`src/rtl/interleave_sched.sv`:
```
// Round-robin scheduler that makes NUM_BANKS register FIFO banks behave as one
// order-preserving FIFO. Holds bank pointers, aggregate count and flush sequencing.

module interleave_sched_lane (
  input  logic wr_hit,
  input  logic rd_hit,
  input  logic push,
  input  logic pop,
  output logic in_stb,
  output logic out_stb
);
  assign in_stb  = wr_hit & push;
  assign out_stb = rd_hit & pop;
endmodule

module interleave_sched #(
  parameter int DATA_WIDTH = 8,
  parameter int NUM_BANKS  = 4,
  parameter int BANK_DEPTH = 4,
  localparam int PW = $clog2(NUM_BANKS),
  localparam int CW = $clog2(NUM_BANKS*BANK_DEPTH) + 1
) (
  input  logic                            clk,
  input  logic                            rst,
  input  logic [DATA_WIDTH-1:0]           in_data,
  input  logic                            in_valid,
  output logic                            in_ready,
  output logic [DATA_WIDTH-1:0]           out_data,
  output logic                            out_valid,
  input  logic                            out_ready,
  input  logic                            clear,
  output logic [CW-1:0]                   count,
  output logic [DATA_WIDTH-1:0]           bank_in_data,
  output logic [NUM_BANKS-1:0]            bank_in_valid,
  input  logic [NUM_BANKS-1:0]            bank_in_ready,
  input  logic [NUM_BANKS*DATA_WIDTH-1:0] bank_out_data,
  input  logic [NUM_BANKS-1:0]            bank_out_valid,
  output logic [NUM_BANKS-1:0]            bank_out_ready,
  output logic                            bank_clear
);

  typedef enum logic {FLUSH, RUN} state_t;

  state_t state, state_nxt;
  logic [PW-1:0] wr_sel, rd_sel;
  logic [NUM_BANKS-1:0][DATA_WIDTH-1:0] bank_words;
  logic run, push, pop;

  assign bank_words   = bank_out_data;
  assign bank_in_data = in_data;
  assign out_data     = bank_words[rd_sel];

  always_ff @(posedge clk) begin
    if (rst) state <= FLUSH;
    else     state <= state_nxt;
  end

  always_comb begin
    state_nxt = state;
    case (state)
      FLUSH:   state_nxt = clear ? FLUSH : RUN;
      RUN:     if (clear) state_nxt = FLUSH;
      default: state_nxt = FLUSH;
    endcase
  end

  // Readiness comes only from the currently selected bank; never skipping a
  // stalled bank is what keeps the global order intact.
  always_comb begin
    run        = (state == RUN);
    bank_clear = ~run;
    in_ready   = run & bank_in_ready[wr_sel] & ~clear;
    out_valid  = run & bank_out_valid[rd_sel] & ~clear;
    push       = in_valid & in_ready;
    pop        = out_valid & out_ready;
  end

  for (genvar i = 0; i < NUM_BANKS; i++) begin : g_lane
    interleave_sched_lane u_lane (
      .wr_hit  (wr_sel == PW'(i)),
      .rd_hit  (rd_sel == PW'(i)),
      .push    (push),
      .pop     (pop),
      .in_stb  (bank_in_valid[i]),
      .out_stb (bank_out_ready[i])
    );
  end

  // NUM_BANKS is a power of two, so pointer increments wrap naturally.
  always_ff @(posedge clk) begin
    if (rst || clear) begin
      wr_sel <= '0;
      rd_sel <= '0;
      count  <= '0;
    end else begin
      if (push) wr_sel <= wr_sel + PW'(1);
      if (pop)  rd_sel <= rd_sel + PW'(1);
      case ({push, pop})
        2'b10:   count <= count + CW'(1);
        2'b01:   count <= count - CW'(1);
        default: count <= count;
      endcase
    end
  end

endmodule

```
`config.mk`:
```
export PLATFORM = sky130hd
export DESIGN_NAME = interleave_sched
export DESIGN_NICKNAME = d
export VERILOG_FILES = /design/src/rtl/interleave_sched.sv
export SDC_FILE = /design/constraint.sdc
export NUM_CORES = 1
export LEC_CHECK = 0
export BUFFER_PORTS_ARGS = -buffer_cell sky130_fd_sc_hd__buf_2
export CAP_MARGIN = 20
export CELL_PAD_IN_SITES_DETAIL_PLACEMENT = 1
export CELL_PAD_IN_SITES_GLOBAL_PLACEMENT = 2
export CORE_UTILIZATION = 21
export DETAILED_ROUTE_END_ITERATION = 8
export PLACE_DENSITY_LB_ADDON = 0.1
export SLEW_MARGIN = 0
export SYNTH_ARGS = -nofsm -noshare
export SYNTH_HDL_FRONTEND = slang
export SYNTH_HIERARCHICAL = 1
export SYNTH_SLANG_ARGS = --single-unit
```
`constraint.sdc`:
```
create_clock -name clk -period 4.25 [get_ports clk]
set_input_delay 0.425 -clock clk [delete_from_list [all_inputs] [get_ports clk]]
set_output_delay 0.425 -clock clk [all_outputs]
set_load 0.02 [all_outputs]
```
==> metrics.cfg <==
[sta]
layout_min_cycle_time_ns=2.83
tightestPinTransition_ns=0.579
relSlewSlack=0.613
setup_viol=0
setup_ws_ns=1.42
finalHoldViolations=0
slew_viol_final=0
rsz0062_at_grt=no
fin_setup_tns_ns=0
fin_crit_sh=0.666
fmax_mhz=353
fin_skew_ns=0.00486

[cts]
clock-sinks=10
clk_path_buf_depth=2
cts_inserted_buffers=3
post_cts_buffers=0
root_buffer=clkbuf_8
cts_tree=built
ctsHoldBuffers=0
post_cts_resized=0
clock_latency_ns=0.24
ctsHtreeMaxLevel=1
clk_pin_slew_worst_paths_ns=0.05

[die]
die_height_um=72.4
initial_core_util=0.219
std_cell_rows=25
fp.coreArea_um2=4750
dieArea_um2=5240
dieWidth_um=72.4
ios=85

[detailed_routing]
vias=1016
wl_um=3180
wire_per_inst_um=13.5
dr.pass1.iters=4
drtIter0Drc=17
drc_errors=0
via_per_inst=4.32
drtAntennaViolNets=0

[critical_path]
critPathTopFamily=multiplexers
end_kind=flip-flop
cp_max_fo=14
crit_path_start=rd_sel[1]
arrival_ns=3.00
critPathBufInv=2
worstPathRequired_ns=4.42
max_stage_delay_ns=0.68
r2r_start=rd_sel[1]
start_kind=flip-flop
slowest_stage=dfxtp_1
crit_chain=mux4_2 -> nand3_1 -> inv_1 -> ha_1 -> inv_1 -> fa_1 -> nor2b_1 -> o22ai_1 -> mux2i_1 -> mux2i_1
critical_path_class=flip-flop to flip-flop

[min_path]
hold_path_class=input port to flip-flop
min_from=out_ready

[global_routing]
grt_pass1_vias=1065
grt_pass1_wl_um=5090
grt_max_degree=15
antenna_found_initial=0
overflow=0
grt_usage=0.125

[synthesis]
synth_nets=174
synth_sequential_area_ratio=0.192
synth_top_area_cell=mux4_2
ys_seq_elements=10
synthCells=108
yosysWarnings=6
synth_area_per_cell_um2=9.64
post_synth_instance_area_um2=1040
synth_top_area_frac=0.216
synth_area_leaders=mux4_2 (22%), dfxtp_1 (19%), ha_1 (14%)
yosysUniqueCellTypes=29

[layout]
final_cell_count_no_fill=235
layout-drive-gt1-share=0.512
post-route-util=0.300
syn_to_final_growth_pct=37.1
layout.nets=236
antenna_cells=0

[place]
post-place-cells=232
gp_congestion=0.771
dp_hpwl_um=2700
dp_slack_ns=1.33
port_buffers=68

[run_status]
status=complete, no violations

[power]
p_leak_uw=0.000692
pwr_density_cell_nw_per_um2=177
irDropWorstVdd_v=0.000123
total_power_uw=252

[flow_run]
cap_violations=0

-- path summary, 6_finish.rpt --
path	endpoint	slack (ns)	depth (start not counted)
max reg2reg	count[4]	1.42	10
min	rd_sel[0]	0.45	3
min reg2reg	count[4]	0.49	2
max	count[4]	1.42	10
-- synth_stat cells --
master and number:
nor3_1 1, nor2b_1 2, buf_4 8, nand3_1 7
and2_1 10, o21ai_1 2, ha_1 12, buf_6 1
o41ai_1 2, nand2_1 5, a21o_1 1, nand3_2 1
nand4b_1 1, mux4_2 10, buf_2 3, mux2i_1 4
or4_1 1, inv_1 10, o22ai_1 1, and2b_4 1
or3_2 1, inv_2 1, xor2_1 1, or2_1 1
dfxtp_1 10, a21oi_1 3, nor2_1 6, or2_0 1
fa_1 1
-- cell type report --
class | instances | area (um^2)
fillers | 597 | 3330
multi-input cells | 75 | 713
repair buffers | 69 | 348
flip-flops and latches | 10 | 200
well taps | 67 | 83.8
clock buffers | 3 | 41.3
inverters | 11 | 41.3
-- tightest hold or removal path: stages --
cell     delay (ns)
buf_2          0.10
nand2_1        0.05
o41ai_1        0.06
-- registers in the layout (all words and copies together) (netlist names) --
register  count
count         5
run           1
rd_sel        2
wr_sel        2
-- through the flow --
stage | hold slack (ns) | cell area [um^2]
finish | 0.453 | 1430
detailed placement | 0.494 | 1390
floorplan | 0.511 | 1040
CTS | 0.450 | 1430
global route | 0.472 | 1430
global placement | 0.469 | 1390
-- cells in the final DEF (no fill, tap or decap), drive strengths merged --
cell and instances:
and2b 1, mux2i 4, xor2 1, nor2b 2, mux4 10, a21o 1, or2 2, ha 12
o41ai 2, o21ai 2, dfxtp 10, or4 1, nor2 6, nand4b 1, nor3 1, or3 1
o22ai 1, and2 10, nand2 5, clkbuf 3, inv 11, a21oi 3, fa 1, buf 69
nand3 8
-- routing by layer --
layer,wire [um],track usage,up-vias,part of all wire
met1,1360,0.153,482,0.43
met2,1570,0.210,35,0.49
met3,181,0.0194,9,0.057
li1,-,-,490,-
met4,63,0.0654,0,0.020
met5,0,0,-,0
-- cells by family (layout without fill, tap and decap cells) --
kind of cell,after synthesis,count (layout),share of synthesized area
AO/OA/AOI/OAI,9,9,0.0541
XOR/XNOR,1,1,0.00841
adder cells (fa/ha/maj),13,13,0.163
buffers and inverters,23,83,0.123
flip-flops,10,10,0.192
multiplexers,14,14,0.255
AND/OR/NAND/NOR,38,38,0.204
-- power breakdown --
part,internal [uW],switching [uW]
combinational,28.8,25.0
clock,62.4,40.7
sequential,94.8,0.723
Power figures use the tool's default switching activity.
